## src/rtl/alu_seq_ctrl.sv

```systemverilog
// Sequencing front-end for a 16-bit combinational ALU: runs narrow ops in one pass and
// 32-bit add/sub/and/or in two passes plus an optional carry-correction pass.
module alu_seq_ctrl (
    input  logic        Clock,
    input  logic        Reset_n,
    input  logic        ReqValid,
    output logic        ReqReady,
    input  logic [2:0]  ReqOp,
    input  logic        ReqWide,
    input  logic [31:0] ReqA,
    input  logic [31:0] ReqB,
    output logic [15:0] AluA,
    output logic [15:0] AluB,
    output logic        AluBNegate,
    output logic [1:0]  AluOp,
    input  logic [15:0] AluResult,
    input  logic        AluZero,
    input  logic        AluOverflow,
    input  logic        AluCarryOut,
    output logic        RspValid,
    input  logic        RspReady,
    output logic [31:0] RspResult,
    output logic        RspZero,
    output logic        RspOverflow,
    output logic        RspCarry
);

    typedef enum logic [2:0] {
        ST_IDLE = 3'd0,
        ST_LO   = 3'd1,
        ST_HI   = 3'd2,
        ST_FIX  = 3'd3,
        ST_RSP  = 3'd4
    } state_e;

    typedef enum logic [2:0] {
        K_AND = 3'd0,
        K_OR  = 3'd1,
        K_ADD = 3'd2,
        K_SUB = 3'd3,
        K_SLT = 3'd4
    } kind_e;

    function automatic kind_e decode_op(input logic [2:0] op);
        kind_e k;
        case (op)
            3'b001:  k = K_OR;
            3'b010:  k = K_ADD;
            3'b110:  k = K_SUB;
            3'b111:  k = K_SLT;
            default: k = K_AND;
        endcase
        return k;
    endfunction

    function automatic logic [1:0] alu_op_of(input kind_e k);
        logic [1:0] o;
        case (k)
            K_OR:    o = 2'b01;
            K_ADD:   o = 2'b10;
            K_SUB:   o = 2'b10;
            K_SLT:   o = 2'b11;
            default: o = 2'b00;
        endcase
        return o;
    endfunction

    function automatic logic bneg_of(input kind_e k);
        logic b;
        case (k)
            K_SUB:   b = 1'b1;
            K_SLT:   b = 1'b1;
            default: b = 1'b0;
        endcase
        return b;
    endfunction

    state_e      state_q, state_d;
    kind_e       kind_q, kind_d;
    logic        wide_q, wide_d;
    logic [15:0] a_hi_q, a_hi_d;
    logic [15:0] b_hi_q, b_hi_d;
    logic [15:0] res_lo_q, res_lo_d;
    logic        c_lo_q, c_lo_d;
    logic        c_hi_q, c_hi_d;
    logic [15:0] alu_a_q, alu_a_d;
    logic [15:0] alu_b_q, alu_b_d;
    logic        alu_bneg_q, alu_bneg_d;
    logic [1:0]  alu_op_q, alu_op_d;
    logic [31:0] rsp_result_q, rsp_result_d;
    logic        rsp_zero_q, rsp_zero_d;
    logic        rsp_ovf_q, rsp_ovf_d;
    logic        rsp_carry_q, rsp_carry_d;
    logic        rsp_valid_q, rsp_valid_d;
    logic        req_ready_q, req_ready_d;

    kind_e       req_kind_s;
    logic        fin_carry_s;
    logic [31:0] wide_result_s;
    logic        wide_zero_s;
    logic        wide_ovf_s;
    logic        wide_carry_s;

    // Decode the incoming opcode for the accept cycle.
    always_comb begin
        req_kind_s = decode_op(ReqOp);
    end

    // Final upper-half result and flags of a wide op, valid in the last HI or FIX pass.
    always_comb begin
        fin_carry_s   = AluCarryOut;
        wide_ovf_s    = 1'b0;
        wide_carry_s  = 1'b0;
        wide_result_s = {AluResult, res_lo_q};
        wide_zero_s   = (wide_result_s == 32'h0000_0000);
        if (state_q == ST_FIX) begin
            // The correction pass either propagates a carry (ADD) or cancels a borrow (SUB).
            if (kind_q == K_ADD) begin
                fin_carry_s = c_hi_q | AluCarryOut;
            end else begin
                fin_carry_s = c_hi_q & AluCarryOut;
            end
        end else begin
            fin_carry_s = AluCarryOut;
        end
        case (kind_q)
            K_ADD: begin
                wide_ovf_s   = ~(a_hi_q[15] ^ b_hi_q[15]) & (a_hi_q[15] ^ AluResult[15]);
                wide_carry_s = fin_carry_s;
            end
            K_SUB: begin
                wide_ovf_s   = (a_hi_q[15] ^ b_hi_q[15]) & (a_hi_q[15] ^ AluResult[15]);
                wide_carry_s = fin_carry_s;
            end
            default: begin
                wide_ovf_s   = 1'b0;
                wide_carry_s = 1'b0;
            end
        endcase
    end

    // Next-state and next-output logic of the pass sequencer.
    always_comb begin
        state_d      = state_q;
        kind_d       = kind_q;
        wide_d       = wide_q;
        a_hi_d       = a_hi_q;
        b_hi_d       = b_hi_q;
        res_lo_d     = res_lo_q;
        c_lo_d       = c_lo_q;
        c_hi_d       = c_hi_q;
        alu_a_d      = alu_a_q;
        alu_b_d      = alu_b_q;
        alu_bneg_d   = alu_bneg_q;
        alu_op_d     = alu_op_q;
        rsp_result_d = rsp_result_q;
        rsp_zero_d   = rsp_zero_q;
        rsp_ovf_d    = rsp_ovf_q;
        rsp_carry_d  = rsp_carry_q;

        case (state_q)
            ST_IDLE: begin
                if (ReqValid) begin
                    kind_d     = req_kind_s;
                    wide_d     = ReqWide & (req_kind_s != K_SLT);
                    a_hi_d     = ReqA[31:16];
                    b_hi_d     = ReqB[31:16];
                    alu_a_d    = ReqA[15:0];
                    alu_b_d    = ReqB[15:0];
                    alu_bneg_d = bneg_of(req_kind_s);
                    alu_op_d   = alu_op_of(req_kind_s);
                    state_d    = ST_LO;
                end else begin
                    state_d    = ST_IDLE;
                end
            end
            ST_LO: begin
                res_lo_d = AluResult;
                c_lo_d   = AluCarryOut;
                if (wide_q) begin
                    alu_a_d = a_hi_q;
                    alu_b_d = b_hi_q;
                    state_d = ST_HI;
                end else begin
                    rsp_result_d = {16'h0000, AluResult};
                    rsp_zero_d   = AluZero;
                    rsp_ovf_d    = AluOverflow;
                    rsp_carry_d  = AluCarryOut;
                    state_d      = ST_RSP;
                end
            end
            ST_HI: begin
                c_hi_d = AluCarryOut;
                // Upper half was computed with carry-in = BNegate; fix it when the lower carry disagrees.
                if ((kind_q == K_ADD) && c_lo_q) begin
                    alu_a_d    = AluResult;
                    alu_b_d    = 16'h0001;
                    alu_bneg_d = 1'b0;
                    alu_op_d   = 2'b10;
                    state_d    = ST_FIX;
                end else if ((kind_q == K_SUB) && !c_lo_q) begin
                    alu_a_d    = AluResult;
                    alu_b_d    = 16'hFFFF;
                    alu_bneg_d = 1'b0;
                    alu_op_d   = 2'b10;
                    state_d    = ST_FIX;
                end else begin
                    rsp_result_d = wide_result_s;
                    rsp_zero_d   = wide_zero_s;
                    rsp_ovf_d    = wide_ovf_s;
                    rsp_carry_d  = wide_carry_s;
                    state_d      = ST_RSP;
                end
            end
            ST_FIX: begin
                rsp_result_d = wide_result_s;
                rsp_zero_d   = wide_zero_s;
                rsp_ovf_d    = wide_ovf_s;
                rsp_carry_d  = wide_carry_s;
                state_d      = ST_RSP;
            end
            ST_RSP: begin
                if (RspReady) begin
                    state_d = ST_IDLE;
                end else begin
                    state_d = ST_RSP;
                end
            end
            default: begin
                state_d = ST_IDLE;
            end
        endcase

        req_ready_d = (state_d == ST_IDLE);
        rsp_valid_d = (state_d == ST_RSP);
    end

    // State, operand, pass-result and output registers.
    always_ff @(posedge Clock or negedge Reset_n) begin
        if (!Reset_n) begin
            state_q      <= ST_IDLE;
            kind_q       <= K_AND;
            wide_q       <= 1'b0;
            a_hi_q       <= 16'h0000;
            b_hi_q       <= 16'h0000;
            res_lo_q     <= 16'h0000;
            c_lo_q       <= 1'b0;
            c_hi_q       <= 1'b0;
            alu_a_q      <= 16'h0000;
            alu_b_q      <= 16'h0000;
            alu_bneg_q   <= 1'b0;
            alu_op_q     <= 2'b00;
            rsp_result_q <= 32'h0000_0000;
            rsp_zero_q   <= 1'b0;
            rsp_ovf_q    <= 1'b0;
            rsp_carry_q  <= 1'b0;
            rsp_valid_q  <= 1'b0;
            req_ready_q  <= 1'b1;
        end else begin
            state_q      <= state_d;
            kind_q       <= kind_d;
            wide_q       <= wide_d;
            a_hi_q       <= a_hi_d;
            b_hi_q       <= b_hi_d;
            res_lo_q     <= res_lo_d;
            c_lo_q       <= c_lo_d;
            c_hi_q       <= c_hi_d;
            alu_a_q      <= alu_a_d;
            alu_b_q      <= alu_b_d;
            alu_bneg_q   <= alu_bneg_d;
            alu_op_q     <= alu_op_d;
            rsp_result_q <= rsp_result_d;
            rsp_zero_q   <= rsp_zero_d;
            rsp_ovf_q    <= rsp_ovf_d;
            rsp_carry_q  <= rsp_carry_d;
            rsp_valid_q  <= rsp_valid_d;
            req_ready_q  <= req_ready_d;
        end
    end

    assign ReqReady    = req_ready_q;
    assign AluA        = alu_a_q;
    assign AluB        = alu_b_q;
    assign AluBNegate  = alu_bneg_q;
    assign AluOp       = alu_op_q;
    assign RspValid    = rsp_valid_q;
    assign RspResult   = rsp_result_q;
    assign RspZero     = rsp_zero_q;
    assign RspOverflow = rsp_ovf_q;
    assign RspCarry    = rsp_carry_q;

endmodule

```

## config.mk

```make
export PLATFORM = sky130hd
export DESIGN_NAME = alu_seq_ctrl
export DESIGN_NICKNAME = d
export VERILOG_FILES = /design/src/rtl/alu_seq_ctrl.sv
export SDC_FILE = /design/constraint.sdc
export NUM_CORES = 1
export LEC_CHECK = 0
export CAP_MARGIN = 20
export CORE_MARGIN = 1
export CORE_UTILIZATION = 35
export CTS_CLUSTER_DIAMETER = 30
export CTS_CLUSTER_SIZE = 28
export DETAILED_ROUTE_END_ITERATION = 7
export SLEW_MARGIN = 20
export SYNTH_ARGS = -nofsm -noshare
export SYNTH_HDL_FRONTEND = slang
export SYNTH_SLANG_ARGS = --single-unit
```

## constraint.sdc

```tcl
create_clock -name Clock -period 2.64 [get_ports Clock]
set_input_delay 0.792 -clock Clock [delete_from_list [all_inputs] [get_ports Clock]]
set_output_delay 0.792 -clock Clock [all_outputs]
set_load 0.01 [all_outputs]
```

Word level (Yosys, flattened, before mapping)
Index checks and enable logic that the tools add are counted.
{"block": "word_totals", "ff_bits": 129, "input_bits": 91, "output_inout_bits": 72, "wordCells": 111}
{"block": "op_classes", "n_eq_ne": 22, "n_mux": 47, "n_bitwise": 8, "reduce_logical": 16}
{"operator": "2-to-1 mux 16 bit", "n": 8}
{"operator": "2-to-1 mux 32 bit", "n": 3}
{"operator": "case mux 16 bit (3 select lines)", "n": 2}
{"operator": "case mux 32 bit (3 select lines)", "n": 1}
{"operator": "logical NOT 32 bit", "n": 1}
{"operator": "equality test 3 x 2 -> 1 bit (second input constant)", "n": 7}
{"operator": "2-to-1 mux 1 bit", "n": 17}
{"operator": "equality test 3 bit (second input constant)", "n": 5}
{"operator": "case mux 3 bit (5 select lines)", "n": 1}
{"operator": "2-to-1 mux 3 bit", "n": 4}
{"operator": "case mux 3 bit (4 select lines)", "n": 1}
{"operator": "inequality test 2 bit (second input constant)", "n": 5}
{"operator": "equality test 3 x 1 -> 1 bit (second input constant)", "n": 3}
{"operator": "case mux 1 bit (3 select lines)", "n": 3}
{"operator": "AND reduction 4 bit", "n": 2}
{"operator": "logical NOT 3 bit", "n": 2}
{"operator": "2-to-1 mux 2 bit", "n": 3}
{"operator": "inequality test 3 bit (second input constant)", "n": 2}
{"operator": "case mux 2 bit (3 select lines)", "n": 1}
{"operator": "nonzero test 3 bit", "n": 2}
{"operator": "OR reduction 2 bit", "n": 3}
{"operator": "AND 1 bit", "n": 4}
{"operator": "case mux 1 bit (2 select lines)", "n": 2}
{"operator": "case mux 2 bit (2 select lines)", "n": 1}
{"operator": "8 further kinds", "n": 10}

Longest topological paths before layout
Gate-level depths: netlist of run 1.
{"block": "logic_depth", "depth_word": 7, "depth_mapped": 7}

Worst setup path after synthesis of run 1
No wires, ideal clock.
{"block": "synth_timing", "kind": "in2reg", "start": "input port ReqValid", "end": "register alu_b_q[10], in the netlist AluB[10]", "setup_ns": 0.137, "arrival_time_ns": 1.715, "t_required_ns": 2.503, "slack_ns": 0.788, "cell_stages": 5, "cell_sequence": "nor4b_2 -> a311o_1 -> buf_4 -> clkbuf_1 -> a21oi_1"}
{"block": "synth_between", "elab_chain_cells": 2}
{"element": "from (decl)", "line": "6", "source": "input logic ReqValid,"}
{"element": "inequality test 2 bit (no line)"}
{"element": "AND reduction 4 bit (no line)"}
{"element": "to (signal assigned)", "line": "269", "source": "alu_b_q <= alu_b_d;"}
{"element": "to (decl)", "line": "87", "source": "logic [15:0] alu_b_q, alu_b_d;"}
Every way passes these cells.
A chain may end at the register's enable or synchronous reset.

Final worst setup path of run 1
{"block": "layout_timing", "start": "register req_ready_q, in the netlist ReqReady", "end": "output port ReqReady"}
{"element": "from (decl)", "line": "95", "source": "logic req_ready_q, req_ready_d;"}
{"element": "from (signal assigned)", "line": "277", "source": "req_ready_q <= req_ready_d;"}
{"element": "to (decl)", "line": "7", "source": "output logic ReqReady,"}
No word-level cell between the ends.

==> results_dict.tcl, run 1 <==
set metrics [dict create \
    status "finished clean" \
    postCtsSetupRepairBufs 0 \
    synth_area_um2 5670 \
    tightest_slew_ps 747 \
    grt-ovfl-total 0 \
    cts_root_buf "clkbuf_16" \
    die_w_um 129 \
    dpl.hpwl_um 11400 \
    drt_pass1_iterations 4 \
    place.gp.congestion 0.797 \
    reg2regPathDepth 5 \
    grt_use_total 0.205 \
    p_comb_frac 0.384 \
    pwr_density_cell_nw_per_um2 1230 \
    wl_um 16000 \
    grt_start_max_net_pins 65 \
    synthesis.instances 557 \
    cts_resized 0 \
    relSlewSlack 0.502 \
    hp-class "input port to asynchronous set/reset pin" \
    path_buf_inv 1 \
    fillers 1435 \
    drv_cap 0 \
    critical_path.startpoint_type "flop" \
    layout_min_cycle_time_ps 2240 \
    hold_ws_ps 228 \
    dieArea_um2 16700 \
    antenna_found_initial 2 \
    tns_ps 0 \
    ant_nets 0 \
    min_period_over_period 0.848 \
    finalSetupViolCount 0 \
    ys_top_cells_by_area "dfrtp_1 56%, nand2_1 12%, mux2_2 7.0%" \
    syn_nets 648 \
    clkTransAtPathRegs_ps 60 \
    yosysUniqueCellTypes 46 \
    synth-seq-cells 129 \
    path_class "flop to output port" \
    portBuffers 162 \
    fin_skew_ps 6.52 \
    clock-sinks 129 \
    worstSkewPairLatency_ps 420 \
    htree_levels 4 \
    p_sw_mw 3.39 \
    grt_pass1_wl_um 25600 \
    swShare 0.330 \
    synth_top_cell_by_area "dfrtp_1" \
    numCtsBuffers 17 \
    syn_avg_cell_area_um2 10.2 \
    nets 818 \
    yosys.area.top_type_share 0.565 \
    die_height_um 129 \
    power.internal_mw 6.88 \
    drtIter0Drc 243 \
    pwr-share-clk 0.271 \
    vias_per_cell 4.99 \
    drive_above_1_share 0.146 \
    area_growth_pct 47.0 \
    wl_per_cell_um 16.7 \
    cp_max_fo 1 \
    crit_family "buffers and inverters" \
    crit_chain "clkdlybuf4s50_1" \
    ir_drop_v 0.000526 \
    slowest_stage "clkdlybuf4s50_1" \
    ctsHoldBuffers 0 \
    coreArea_um2 15800 \
    rsz0062_at_grt "false" \
    utilization 0.527 \
    pin_count 163 \
    endpoint_kind "output port" \
    slew_viol_final 0 \
    ys_seq_area_frac 0.570 \
    critPathRequiredTime_ps 1850 \
    cts_tree "done" \
    start_util 0.358 \
    power_frac_seq 0.345 \
    cts_buffer_depth 2 \
    arrival_ps 1450 \
    rows 46 \
    diodes 0 \
    path_depth 1 \
    drc 0 \
    leakagePower_nw 3.66 \
    fmax_ghz 0.447 \
    first_global_vias 4807 \
    yosysWarnings 0 \
    cp_slowest_stage_delay_ps 520 \
    hold_violations 0 \
    dr_total_vias 4766 \
]
==> area by class of cell <==
| cell class | instances | area (µm²) | share of cell area |
|---|---|---|---|
| flip-flops and latches | 129 | 3230 | 0.387 |
| multi-input cells | 385 | 2240 | 0.269 |
| repair buffers | 190 | 1870 | 0.224 |
| clock buffers | 19 | 453 | 0.0543 |
| well taps | 216 | 270 | 0.0324 |
| clock inverters | 13 | 254 | 0.0305 |
| inverters | 4 | 15.0 | 0.00180 |
==> worst register-to-register path, cell delays in order (launching register included) <==
cell	delay, ps
dfrtp_1	620
nor3b_4	510
nor2_2	70
buf_4	260
a221oi_1	350
a21oi_1	120
==> worst paths after layout <==
kind	startpoint	end	slack (ps)
hold / removal	Reset_n	RspResult[18]	230
setup reg to reg	state_q[1]	AluB[5]	590
min in group Clock	b_hi_q[0]	b_hi_q[0]	460
setup / recovery	ReqReady	ReqReady	400
max in group asynchronous	Reset_n	a_hi_q[13]	1750
hold reg to reg	b_hi_q[0]	b_hi_q[0]	460
==> synthesized netlist by cell type, drive strengths merged <==
| cell type | number |
|---|---|
| clkbuf | 12 |
| mux2i | 2 |
| o31ai | 1 |
| and2 | 1 |
| o21a | 2 |
| dfstp | 1 |
| a311o | 1 |
| nor4b | 1 |
| nor4bb | 1 |
| a21oi | 16 |
| xor2 | 2 |
| nand2b | 4 |
| dfrtp | 128 |
| o41ai | 3 |
| nor3b | 3 |
| a22o | 16 |
| o221ai | 1 |
| nor2b | 2 |
| nand3 | 7 |
| or2b | 1 |
| a221oi | 15 |
| xnor2 | 1 |
| nor4 | 8 |
| buf | 27 |
| mux2 | 35 |
| nand4 | 3 |
| o21ai | 6 |
| or4 | 1 |
| nor3 | 1 |
| inv | 4 |
| a31oi | 19 |
| or3b | 1 |
| nand3b | 2 |
| nor2 | 34 |
| nand2 | 178 |
| and2b | 1 |
| a22oi | 16 |
==> flip-flops by register name, indices dropped and copies added (netlist names) <==
| name | count |
|---|---|
| RspOverflow | 1 |
| a_hi_q | 16 |
| RspResult | 32 |
| b_hi_q | 16 |
| ReqReady | 1 |
| AluB | 16 |
| AluOp | 2 |
| c_lo_q | 1 |
| RspValid | 1 |
| kind_q | 3 |
| wide_q | 1 |
| state_q | 3 |
| RspZero | 1 |
| res_lo_q | 16 |
| AluBNegate | 1 |
| RspCarry | 1 |
| AluA | 16 |
| c_hi_q | 1 |
==> power groups by stage <==
| stage | Combinational (mW) | Clock [mW] | Sequential, mW |
|---|---|---|---|
| final | 3.94 | 2.79 | 3.54 |
| after global placement | 3.89 | 0 | 3.54 |
| after detailed placement | 4.00 | 0 | 3.56 |
| after floorplan | 2.11 | 0 | 3.62 |
| after global routing | 4.35 | 2.94 | 3.66 |
| after CTS | 4.01 | 2.84 | 3.54 |
==> metrics by stage <==
stage / power (mW) / cell area, µm² / setup WS, ps / instances
6_report: 10.3 / 8340 / 402 / 956
5_1_grt: 10.9 / 8340 / 350 / 956
4_1_cts: 10.4 / 8340 / 375 / 956
3_5_place_dp: 7.56 / 7630 / 233 / 924
3_3_place_gp: 7.43 / 7630 / 260 / 924
2_1_floorplan: 5.73 / 5670 / 788 / 557
==> layout by cell type, fill, tap and decap left out, types with 13 or more instances in the layout <==
cell             Yosys  routed
a31oi_1             18      18
a22oi_1             16      16
nand2_1            178     178
mux2_2              35      35
a22o_1              16      16
buf_4                6      25
dfrtp_1            128     128
a221oi_1            13      13
clkbuf_16            0      17
a21oi_1             16      16
clkdlybuf4s50_1      0     161
nor2_1              34      33
==> cells by family (layout without fill, tap and decap cells) <==
group,after synthesis,after routing,synth area share
compound gates,96,96,0.126
buf+inv,43,226,0.0395
xor+xnor,3,3,0.00463
mux,37,37,0.0730
simple gates,249,249,0.187
flops,129,129,0.570
==> per-layer routing <==
| layer | part of all wire | track usage |
|---|---|---|
| met5 | 0.00069 | 0 |
| met4 | 0.011 | 0.0657 |
| met3 | 0.081 | 0.0756 |
| met2 | 0.47 | 0.326 |
| met1 | 0.44 | 0.259 |
Power figures use the tool's default switching activity.
==> inputs of run 2 (changes only) <==
clock period = 2 ns   (was 2.64 ns; I/O delays follow)
==> run 2 against run 1 <==
Via count up 2.0%. First-iteration DRC count unchanged. Final area up 0.48%. Sequential power up 31%. Clock skew about the same. Sequential share of layout area down 0.19 points. Power up 29%. Wire length up 0.53%. Final cell count up 0.94%. Global-route usage up 0.11 points. Hold slack worse by 200 ps. Combinational power up 35%. Critical endpoint is now AluA[15]. Largest cell class unchanged. Largest power group unchanged.
==> results_dict.tcl, run 2 (synthesis results as in run 1) <==
set metrics [dict create \
    grt_start_max_net_pins 66 \
    pin_count 163 \
    rows 46 \
    vias_per_cell 5.04 \
    layout_min_cycle_time_ps 1950 \
    relSlewSlack 0.491 \
    min_period_over_period 0.973 \
    cts_buffer_depth 2 \
    worstSkewPairLatency_ps 420 \
    dpl.hpwl_um 11500 \
    hold_ws_ps 31.4 \
    slew_viol_final 0 \
    arrival_ps 1350 \
    start_util 0.358 \
    first_global_vias 4933 \
    cp_max_fo 2 \
    cts_root_buf "clkbuf_16" \
    fmax_ghz 0.514 \
    cp_slowest_stage_delay_ps 550 \
    hold_violations 0 \
    fin_ws_ps 54.3 \
    path_buf_inv 1 \
    htree_levels 4 \
    drive_above_1_share 0.156 \
    numCtsBuffers 17 \
    path_class "flop to output port" \
    largest_reg_flops 32 \
    crit_family "buffers and inverters" \
    grt_use_total 0.206 \
    drtIter0Drc 243 \
    crit_chain "clkdlybuf4s50_1" \
    grt_pass1_wl_um 26000 \
    nets 827 \
    dp_slack_ps -283 \
    tightest_slew_ps 764 \
    ant_nets 0 \
    critPathRequiredTime_ps 1400 \
    status "finished clean" \
    drv_cap 0 \
    die_height_um 129 \
    wl_um 16000 \
    final_common_cell "nand2_1" \
    slowest_stage "clkdlybuf4s50_1" \
    cts_tree "done" \
    hp-class "input port to asynchronous set/reset pin" \
    die_w_um 129 \
    fin_skew_ps 6.37 \
    rsz0062_at_grt "false" \
    ctsHoldBuffers 0 \
    drt_pass1_iterations 5 \
    antenna_found_initial 0 \
    layout_common_cells "178 x nand2_1, 156 x clkdlybuf4s50_1, 128 x dfrtp_1" \
    portBuffers 162 \
    clkTransAtPathRegs_ps 60 \
    pwr_density_cell_nw_per_um2 1590 \
    area_growth_pct 47.7 \
    place.gp.congestion 0.788 \
    leakagePower_nw 3.72 \
    dieArea_um2 16700 \
    coreArea_um2 15800 \
    drc 0 \
    grt-ovfl-total 0 \
    endpoint_kind "output port" \
    dr_total_vias 4859 \
    wl_per_cell_um 16.6 \
    clock-sinks 129 \
    ir_drop_v 0.000749 \
    critical_path.startpoint_type "flop" \
    fillers 1434 \
    diodes 0 \
    finalSetupViolCount 0 \
]
## run 2: cell types whose count changed in the layout (fill, tap and decap cells not counted), sizes merged, moves of 3 or more
cell           previous run  this run
buf                      29        38
bufinv                    7         4
clkdlybuf4s50           161       156
dlymetal6s2s              0         4
inv                       5         8
## run 2: path summary, 6_finish.rpt
check / to / startpoint / slack [ps] / depth (start not counted)
max: AluA[15] / AluA[15] / 50 / 1
min: RspResult[19] / Reset_n / 30 / 1
max reg2reg: RspZero / state_q[1] / 100 / 3
min reg2reg: kind_q[1] / kind_q[1] / 470 / 2
max in group asynchronous: RspResult[27] / Reset_n / 1350 / 2
min in group Clock: kind_q[1] / kind_q[1] / 470 / 2
## run 2: layer usage
metal	up-vias	track usage	routed length [µm]
li1	2286	-	-
met1	2364	0.260	6860
met2	182	0.320	7410
met3	27	0.0723	1380
met4	0	0.0907	381
met5	-	0	0
## run 2: final cells by class
cell class,instances,area [µm²],share of cell area
timing repair buffer,199,1980,0.237
clock buffer,17,425,0.0508
clock inverter,15,208,0.0248
sequential,129,3230,0.386
tap,216,270,0.0323
inverter,4,15.0,0.00179
multi-input combinational,385,2240,0.268
## run 2: report_power, final
group	internal, mW	switching (mW)
registers	3.85	0.799
logic	2.80	2.52
clock network	2.10	1.22
total	8.75	4.54
## run 2: what timing repair did
action | CTS | global route
endpoints found under the setup margin | 1 | 4
gates resized for setup | 1 | 4
setup buffers | 0 | 0
cloned | 0 | 0
endpoints found under the hold margin | 0 | 0
## run 2: metrics by stage
step | total power [mW] | setup TNS, ps | utilization | instance area [µm²] | instances
floorplan | 7.57 | 0 | - | 5670 | 557
global placement | 9.94 | -1460 | 0.489 | 7730 | 933
detailed placement | 10.1 | -2210 | 0.489 | 7730 | 933
CTS | 13.5 | 0 | 0.529 | 8370 | 965
global route | 14.2 | 0 | 0.529 | 8380 | 965
finish | 13.3 | 0 | 0.529 | 8380 | 965
